File: src/rtl/dmem_bridge_pkg.sv
// Shared types and sizing helpers for the data-memory stream bridge.
package dmem_bridge_pkg;

  typedef enum logic {
    SNK_IDLE,
    SNK_DRAIN
  } snk_state_t;

  typedef enum logic [1:0] {
    SRC_IDLE,
    SRC_READ,
    SRC_EMIT
  } src_state_t;

  typedef enum logic [1:0] {
    GNT_NONE,
    GNT_HOST,
    GNT_SNK,
    GNT_SRC
  } gnt_t;

  function automatic int lanes(input int stream_w, input int word_w);
    return stream_w / word_w;
  endfunction

  function automatic int lane_idx_w(input int n);
    return (n <= 1) ? 1 : $clog2(n);
  endfunction

  // Width able to hold the values 0..n inclusive.
  function automatic int cnt_w(input int n);
    return $clog2(n + 1);
  endfunction

endpackage

File: src/rtl/dmem_stream_src.sv
// Source stream engine: issues word reads on granted cycles, tags its own reads
// through an RD_LAT-deep pipe and assembles returned words into one wide beat.
module dmem_stream_src
  import dmem_bridge_pkg::*;
#(
  parameter int STREAM_W = 512,
  parameter int WORD_W   = 32,
  parameter int ADDR_W   = 32,
  parameter int RD_LAT   = 1,
  parameter int SRC_BASE = 0,
  parameter int LEN_W    = 16
) (
  input  logic                clk,
  input  logic                reset,
  input  logic                req,
  input  logic [LEN_W-1:0]    len,
  input  logic                gnt,
  input  logic [WORD_W-1:0]   core_q,
  output logic                rd_req,
  output logic [ADDR_W-1:0]   rd_addr,
  output logic                sop,
  output logic                eop,
  output logic                valid,
  output logic [STREAM_W-1:0] q,
  output logic                busy,
  output logic                pkt_done
);

  localparam int LANES = lanes(STREAM_W, WORD_W);
  localparam int CW    = cnt_w(LANES);

  src_state_t          state;
  logic [CW-1:0]       issued;
  logic [CW-1:0]       returned;
  logic [LEN_W-1:0]    remaining;
  logic                first;
  logic [RD_LAT-1:0]   tag_p;
  logic [STREAM_W-1:0] asm_p;
  logic [STREAM_W-1:0] asm_next;
  logic                issue;
  logic                land;

  assign rd_req   = (state == SRC_READ) && (issued != CW'(LANES));
  assign issue    = rd_req && gnt;
  // Only words whose tag reaches the end of the pipe are ours; host reads pass untagged.
  assign land     = tag_p[RD_LAT-1];
  assign asm_next = (asm_p >> WORD_W) | (STREAM_W'(core_q) << (STREAM_W - WORD_W));

  always_ff @(posedge clk) begin
    if (land) asm_p <= asm_next;
  end

  always_ff @(posedge clk or posedge reset) begin
    if (reset) begin
      state     <= SRC_IDLE;
      rd_addr   <= '0;
      issued    <= '0;
      returned  <= '0;
      remaining <= '0;
      first     <= 1'b0;
      tag_p     <= '0;
      sop       <= 1'b0;
      eop       <= 1'b0;
      valid     <= 1'b0;
      q         <= '0;
      busy      <= 1'b0;
      pkt_done  <= 1'b0;
    end else begin
      tag_p    <= RD_LAT'({tag_p, issue});
      pkt_done <= 1'b0;
      case (state)
        SRC_IDLE: begin
          if (req && (len != '0)) begin
            state     <= SRC_READ;
            remaining <= len;
            rd_addr   <= ADDR_W'(SRC_BASE);
            issued    <= '0;
            returned  <= '0;
            first     <= 1'b1;
            busy      <= 1'b1;
          end
        end
        SRC_READ: begin
          if (issue) begin
            rd_addr <= rd_addr + ADDR_W'(1);
            issued  <= issued + CW'(1);
          end
          if (land) begin
            returned <= returned + CW'(1);
            if (returned == CW'(LANES - 1)) begin
              state <= SRC_EMIT;
              q     <= asm_next;
              valid <= 1'b1;
              sop   <= first;
              eop   <= (remaining == LEN_W'(1));
            end
          end
        end
        SRC_EMIT: begin
          valid     <= 1'b0;
          sop       <= 1'b0;
          eop       <= 1'b0;
          first     <= 1'b0;
          remaining <= remaining - LEN_W'(1);
          issued    <= '0;
          returned  <= '0;
          if (eop) begin
            state    <= SRC_IDLE;
            busy     <= 1'b0;
            pkt_done <= 1'b1;
          end else begin
            state <= SRC_READ;
          end
        end
        default: state <= SRC_IDLE;
      endcase
    end
  end

endmodule

File: src/rtl/dmem_stream_bridge.sv
// Arbitrates the core data port between host, sink engine and source engine.
// Optional build macro DMEM_BRIDGE_STATS_EN enables the saturating packet/drop counters.
module dmem_stream_bridge
  import dmem_bridge_pkg::*;
#(
  parameter int STREAM_W = 512,
  parameter int WORD_W   = 32,
  parameter int ADDR_W   = 32,
  parameter int RD_LAT   = 1,
  parameter int SNK_BASE = 0,
  parameter int SRC_BASE = 0,
  parameter int LEN_W    = 16
) (
  input  logic                clk,
  input  logic                reset,
  input  logic [ADDR_W-1:0]   data_addr,
  input  logic [WORD_W-1:0]   data_din,
  input  logic                data_we,
  input  logic                data_oe,
  output logic [WORD_W-1:0]   data_q,
  input  logic                snk_sop,
  input  logic                snk_eop,
  input  logic                snk_valid,
  input  logic [STREAM_W-1:0] snk_din,
  output logic                snk_ready,
  input  logic                src_req,
  input  logic [LEN_W-1:0]    src_len,
  output logic                src_sop,
  output logic                src_eop,
  output logic                src_valid,
  output logic [STREAM_W-1:0] src_q,
  output logic                src_busy,
  output logic [ADDR_W-1:0]   core_data_addr,
  output logic [WORD_W-1:0]   core_data_din,
  output logic                core_data_we,
  output logic                core_data_oe,
  input  logic [WORD_W-1:0]   core_data_q,
  output logic [31:0]         snk_pkt_cnt,
  output logic [31:0]         src_pkt_cnt,
  output logic [31:0]         snk_drop_cnt
);

  localparam int LANES = lanes(STREAM_W, WORD_W);
  localparam int LIW   = lane_idx_w(LANES);

  snk_state_t          snk_state;
  logic [ADDR_W-1:0]   snk_ptr;
  logic [LIW-1:0]      snk_lane;
  logic                snk_eop_q;
  logic [STREAM_W-1:0] snk_beat;
  gnt_t                gnt;
  logic                snk_gnt;
  logic                src_gnt;
  logic                src_rd_req;
  logic [ADDR_W-1:0]   src_addr;
  logic                snk_done;
  logic                snk_drop;
  logic                src_done;

  // Fixed priority: the host is combinationally passed through whenever it strobes.
  always_comb begin
    gnt = GNT_NONE;
    if (data_we | data_oe)          gnt = GNT_HOST;
    else if (snk_state == SNK_DRAIN) gnt = GNT_SNK;
    else if (src_rd_req)             gnt = GNT_SRC;
  end

  assign snk_gnt = (gnt == GNT_SNK);
  assign src_gnt = (gnt == GNT_SRC);

  always_comb begin
    core_data_addr = '0;
    core_data_din  = '0;
    core_data_we   = 1'b0;
    core_data_oe   = 1'b0;
    case (gnt)
      GNT_HOST: begin
        core_data_addr = data_addr;
        core_data_din  = data_din;
        core_data_we   = data_we;
        core_data_oe   = data_oe;
      end
      GNT_SNK: begin
        core_data_addr = snk_ptr;
        core_data_din  = snk_beat[WORD_W-1:0];
        core_data_we   = 1'b1;
      end
      GNT_SRC: begin
        core_data_addr = src_addr;
        core_data_oe   = 1'b1;
      end
      default: ;
    endcase
  end

  assign data_q    = core_data_q;
  assign snk_ready = (snk_state == SNK_IDLE);
  assign snk_drop  = snk_valid & ~snk_ready;
  assign snk_done  = snk_gnt && (snk_lane == LIW'(LANES - 1)) && snk_eop_q;

  // The beat shifts down one word per granted write so lane 0 is always at the bottom.
  always_ff @(posedge clk) begin
    if ((snk_state == SNK_IDLE) && snk_valid) snk_beat <= snk_din;
    else if (snk_gnt)                         snk_beat <= snk_beat >> WORD_W;
  end

  always_ff @(posedge clk or posedge reset) begin
    if (reset) begin
      snk_state <= SNK_IDLE;
      snk_ptr   <= ADDR_W'(SNK_BASE);
      snk_lane  <= '0;
      snk_eop_q <= 1'b0;
    end else if (snk_state == SNK_IDLE) begin
      if (snk_valid) begin
        snk_state <= SNK_DRAIN;
        snk_lane  <= '0;
        snk_eop_q <= snk_eop;
        if (snk_sop) snk_ptr <= ADDR_W'(SNK_BASE);
      end
    end else if (snk_gnt) begin
      snk_ptr  <= snk_ptr + ADDR_W'(1);
      snk_lane <= snk_lane + LIW'(1);
      if (snk_lane == LIW'(LANES - 1)) snk_state <= SNK_IDLE;
    end
  end

  dmem_stream_src #(
    .STREAM_W (STREAM_W),
    .WORD_W   (WORD_W),
    .ADDR_W   (ADDR_W),
    .RD_LAT   (RD_LAT),
    .SRC_BASE (SRC_BASE),
    .LEN_W    (LEN_W)
  ) u_src (
    .clk      (clk),
    .reset    (reset),
    .req      (src_req),
    .len      (src_len),
    .gnt      (src_gnt),
    .core_q   (core_data_q),
    .rd_req   (src_rd_req),
    .rd_addr  (src_addr),
    .sop      (src_sop),
    .eop      (src_eop),
    .valid    (src_valid),
    .q        (src_q),
    .busy     (src_busy),
    .pkt_done (src_done)
  );

`ifdef DMEM_BRIDGE_STATS_EN
  always_ff @(posedge clk or posedge reset) begin
    if (reset) begin
      snk_pkt_cnt  <= '0;
      src_pkt_cnt  <= '0;
      snk_drop_cnt <= '0;
    end else begin
      if (snk_done && (snk_pkt_cnt != '1))  snk_pkt_cnt  <= snk_pkt_cnt + 32'd1;
      if (src_done && (src_pkt_cnt != '1))  src_pkt_cnt  <= src_pkt_cnt + 32'd1;
      if (snk_drop && (snk_drop_cnt != '1)) snk_drop_cnt <= snk_drop_cnt + 32'd1;
    end
  end
`else
  logic stats_unused;
  assign stats_unused = snk_done | src_done | snk_drop;
  assign snk_pkt_cnt  = '0;
  assign src_pkt_cnt  = '0;
  assign snk_drop_cnt = '0;
`endif

endmodule

File: config.mk
export PLATFORM = sky130hd
export DESIGN_NAME = dmem_stream_bridge
export DESIGN_NICKNAME = d
export VERILOG_FILES = /design/src/rtl/dmem_bridge_pkg.sv /design/src/rtl/dmem_stream_src.sv /design/src/rtl/dmem_stream_bridge.sv
export SDC_FILE = /design/constraint.sdc
export NUM_CORES = 2
export LEC_CHECK = 0
export CORE_AREA = 4 4 520 522
export DETAILED_ROUTE_END_ITERATION = 16
export DIE_AREA = 0 0 524 526
export GPL_TIMING_DRIVEN = 1
export SLEW_MARGIN = 10
export SYNTH_ARGS = -nofsm -noshare
export SYNTH_HDL_FRONTEND = slang
export SYNTH_SLANG_ARGS = --single-unit
File: constraint.sdc
create_clock -name clk -period 33 [get_ports clk]
set_clock_uncertainty 0.05 [all_clocks]
set_input_delay 6.6 -clock clk [delete_from_list [all_inputs] [get_ports clk]]
set_output_delay 6.6 -clock clk [all_outputs]
set_load 0.05 [all_outputs]
# --- Yosys cells after proc, flatten, opt, wreduce, memory -nomap -nowiden ---
# Cells that the tools add are included.
op_classes:
  addsub: 6
  eq_ne: 15
  n_mux: 48
  bitwise_logic: 3
  n_reduce_logical: 23
op_table:
  columns: ["cell", "count"]
  rows:
  - ["$mux W512", 2]
  - ["$or A480 B512 Y512", 1]
  - ["$mux W32", 6]
  - ["$pmux W32 S2", 2]
  - ["$pmux W32 S3", 1]
  - ["$add A32 B1 Y32 const B", 2]
  - ["$pmux W16 S2", 1]
  - ["$pmux W5 S3", 2]
  - ["$reduce_and A3 Y1", 8]
  - ["$eq A16 B1 Y1 const B", 1]
  - ["$mux W16", 1]
  - ["$reduce_bool A16 Y1", 1]
  - ["$sub A16 B1 Y16 const B", 1]
  - ["$mux W5", 3]
  - ["$pmux W1 S2", 7]
  - ["$mux W1", 13]
  - ["$mux W2", 6]
  - ["$mux W4", 3]
  - ["$reduce_bool A2 Y1", 6]
  - ["$add A5 B1 Y5 const B", 2]
  - ["$ne A2 B1 Y1 const B", 5]
  - ["$eq A2 B2 Y1 const B", 3]
  - ["$pmux W2 S3", 1]
  - ["$eq A5 B4 Y1 const B", 1]
  - ["11 further kinds", 16]
totals:
  ff_bits: 1639
  output_inout_bits: 711

# --- Depth between registers and ports, before layout ---
depth:
  word_depth: 9
  mapped_depth: 10

# --- Modules after synthesis ---
# Synthesis repeated with hierarchy kept, for this count alone.
unflattened:
  cells_unflattened: 5658
  area_unflattened_um2: 62398.6
by_module_without_submodules:
  columns: ["module", "instances", "cells_each", "area_per_inst_um2", "seq_area_each_um2"]
  rows:
  - ["dmem_stream_src", 1, 3037, 36989.2, 28902.7]
  - ["dmem_stream_bridge", 1, 2621, 25409.4, 16300.6]

# --- Worst setup path before layout ---
# No wires, ideal clock.
synth_path:
  path_kind: "input -> register"
  from: "input data_we"
  to: "register snk_beat[0] (enable)"
  setup_ns: 0.858
  t_arrival_ns: 17.218
  required_time_ns: 32.092
  slack_ns: 14.874
  path_stages: 4
  n_path_buf: 1
  cell_sequence: "nor3b_2 > clkbuf_1 > nor2_1 > inv_1"
synth_via:
  elab_chain_cells: 4
synth_lines:
  columns: ["item", "line", "source"]
  rows:
  - ["start, declared", "dmem_stream_bridge.sv:18", "input logic data_we,"]
  - ["$or A1 B1 Y1", "dmem_stream_bridge.sv:63", "if (data_we | data_oe) gnt = GNT_HOST;"]
  - ["$mux W2", "dmem_stream_bridge.sv:63", null]
  - ["$eq A2 B2 Y1", "dmem_stream_bridge.sv:68", "assign snk_gnt = (gnt == GNT_SNK);"]
  - ["$reduce_bool A2 Y1 (no line)", null, null]
  - ["end signal, assigned", "dmem_stream_bridge.sv:103", "if ((snk_state == SNK_IDLE) && snk_valid) snk_beat <= snk_din;"]
  - ["end signal, assigned", "dmem_stream_bridge.sv:104", "else if (snk_gnt) snk_beat <= snk_beat >> WORD_W;"]
  - ["end, declared", "dmem_stream_bridge.sv:50", "logic [STREAM_W-1:0] snk_beat;"]
# Every way passes these cells.
# A chain may end at the register's enable or synchronous reset.

# --- Worst setup path after layout ---
layout_path:
  from: "input data_we"
  to: "output core_data_addr[27]"
layout_via:
  elab_chain_cells: 4
  elab_cells_between_ends: 6
  classes_between: "3 x eq/ne; 2 x mux; 1 x bitwise"
layout_lines:
  columns: ["item", "line", "source"]
  rows:
  - ["$or A1 B1 Y1 *", "dmem_stream_bridge.sv:63", null]
  - ["$mux W2 *", "dmem_stream_bridge.sv:63", null]
  - ["$eq A2 B2 Y1 or $eq A2 B1 Y1 (tied branches)", "dmem_stream_bridge.sv:76", "case (gnt)"]
  - ["$pmux W32 S3 *", "dmem_stream_bridge.sv:76", null]
  - ["end, declared", "dmem_stream_bridge.sv:33", "output logic [ADDR_W-1:0] core_data_addr,"]
# Every way passes the cells marked *; elsewhere a longest branch is shown, timed or not.

==> impl_metrics.ini <==
[worst_setup_path]
max_stage_delay_ns = 0.88
cp-end-kind = output pin
path_cells = clkdlybuf4s50_1 -> nor2_4 -> buf_4 -> nor2_1 -> a31oi_1 -> clkdlybuf4s50_1
reg2reg_from = u_src.returned[0]
arrival_ns = 9.72
worstSetupStartpointType = input pin
timing.critical_path.mode_cell = clkdlybuf4s50_1
slowest_stage = buf_4
worstPathMaxFanout = 78
setup.worst_path.start = data_we
crit_type = in -> out
cp.required_ns = 26.35

[synthesis]
synthCells = 5793
synth_flop_cell = edfxtp_1
ys.warnings.count = 0
yosys.area.top_type = edfxtp_1
avgSynthCellArea_um2 = 10.8
ys_async_sr_fraction = 0.383
synth_top_area_frac = 0.474
synth_seq_area_share = 0.720
synth_area_um2 = 62800
synth_area_leaders = edfxtp_1 (47%), dfrtp_1 (25%), nand2_1 (19%)
synth-edff-count = 992
ys_ff_latch = 1607
synth_cell_type_count = 68

[sta]
min_period_ns = 16.37
tns_ns = 0
relSlewSlack = 0.262
fmax_ghz = 0.0611
final.period_utilization = 0.496
hold_viol_final = 0
fin_ws_ns = 16.63
tightest_slew_ns = 1.11
grt_setup_unrepaired = no
setup_viol = 0
slew_viol_final = 0

[route]
antenna_left = 0
dr.pass1.iters = 8
dr_total_vias = 45100
drcViolationCount = 0
wl_per_cell_um = 20.6
vias_per_cell = 4.24
routed_wl_um = 219000
drt-initial-drc-count = 4065

[clock_tree]
cts_resized = 0
postCtsSetupRepairBufs = 0
cts_tree = built
clock_sinks = 1607
clkTransAtPathRegs_ns = 0.06
ctsHtreeMaxLevel = 4
cts-root-buf = clkbuf_16
cts_buffers = 176
insertion_delay_ns = 0.83
clockBufferDepth = 3
postCtsHoldBufs = 0

[finish]
syn_to_final_growth_pct = 34.7
final_nets = 7578
layout_common_cells = nand2_1 (3120), clkdlybuf4s50_1 (1241), edfxtp_1 (992)
layout.cells.non_filler = 10600
layout_commonest_cell = nand2_1
drive_gt1_frac = 0.0498
utilization = 0.319

[grt]
grt_max_degree = 206
antenna_found_initial = 73
grt_pass1_wl_um = 310000
grtUsageTotal = 0.152
grt_overflow_total = 0
grt_pass1_vias = 44400

[placed_design]
dp_slack_ns = 16.67
placedCellCount = 10300
io_buffers = 1245
dp_hpwl_um = 161000
gp_congestion = 0.904

[floorplanning]
row_count = 189
fp.dieH_um = 526
design.die.area_um2 = 276000
coreArea_um2 = 265000
die_w_um = 524
pin_count = 1343
initial_utilization = 0.237

[worst_hold_path]
hold_class = reg -> reg
hold_start = u_src.asm_p[334]

[power_and_ir_drop]
leakagePower_uw = 0.0355
finalPower_uw = 4980
power.density_nw_per_um2 = 58.9
ir_drop_mv = 0.0461

[run_status]
outcome = complete, no violations

[flow_run]
max_cap_violations = 0
[routing by layer]
layer | track usage | wire, µm | vias to the layer above
met1 | 0.193 | 89800 | 21900
li1 | - | - | 21000
met3 | 0.0445 | 17500 | 402
met2 | 0.237 | 100000 | 1746
met5 | 0 | 371 | -
met4 | 0.0726 | 11100 | 58
[state kept, by name, summed over array words and instances, names as in the netlist, 2 cells and up]
register,count
snk_beat,512
snk_lane,4
u_src.issued,5
u_src.q,512
snk_ptr,32
u_src.returned,5
u_src.remaining,16
u_src.rd_addr,32
u_src.state,2
u_src.asm_p,480
[synthesized netlist by cell type, drive strengths merged (4+ instances only)]
master  count
xnor2      26
o31a        8
o211ai      5
nand4      27
nor4       17
and3       12
or3         9
buf       151
ha          9
o21ai      62
edfxtp    992
xor2        6
and4        5
o22ai       4
a21oi      22
a221oi     11
nand3     103
nand2    3121
or2         5
a31oi      46
nor3       27
clkbuf    272
and2       35
dfrtp     615
a22o        4
or4        15
inv        24
o31ai       4
nor2      114
[power by group]
| group | total, µW | switching (µW) | leakage, µW | internal, µW |
|---|---|---|---|---|
| logic | 609 | 408 | 0.0150 | 201 |
| clock network | 2030 | 856 | 0.00292 | 1170 |
| registers | 2350 | 69.7 | 0.0175 | 2280 |
[cell type report]
| cell class | instances | area [µm²] |
|---|---|---|
| fill | 26700 | 181000 |
| sequential | 1607 | 45200 |
| multi-input combinational | 3832 | 15800 |
| timing repair buffer | 1294 | 12900 |
| clock buffer | 242 | 4890 |
| tap | 3533 | 4420 |
| clock inverter | 87 | 1150 |
| inverter | 26 | 121 |
| antenna | 27 | 67.6 |
[worst max-delay path: cells and delay by family]
kind	cells	cell delay [ns]
AND/OR/NAND/NOR	2	0.51
buffers and inverters	3	2.28
AO/OA/AOI/OAI	1	0.30
[per-stage QoR]
step,hold slack (ns),cell area [µm²]
6_report,0.381,84600
5_1_grt,0.392,84500
3_3_place_gp,0.368,78400
4_1_cts,0.374,84500
2_1_floorplan,0.365,63100
3_5_place_dp,0.372,78400
[final timing paths]
check	depth (start not counted)	to	slack, ns
max in group asynchronous	5	u_src.land	23.72
hold / removal	0	u_src.asm_p[302]	0.38
setup / recovery	6	core_data_addr[27]	16.63
hold reg to reg	0	u_src.asm_p[302]	0.38
setup reg to reg	13	u_src.q[437]	25.88
min in group asynchronous	2	u_src.q[406]	6.28
[cell families after synthesis]
logic type                 after synthesis  synth area share
AOI/OAI and AO/OA                      187            0.0196
xor gates and xnor gates                32           0.00446
adders and majority gates                9           0.00179
buffers and inverters                  449            0.0349
DFF                                   1607             0.720
muxes                                    6           0.00102
other                                    1         0.0000597
and+or+nand+nor                       3502             0.219
Note: power is estimated with default switching activity, not from simulation.
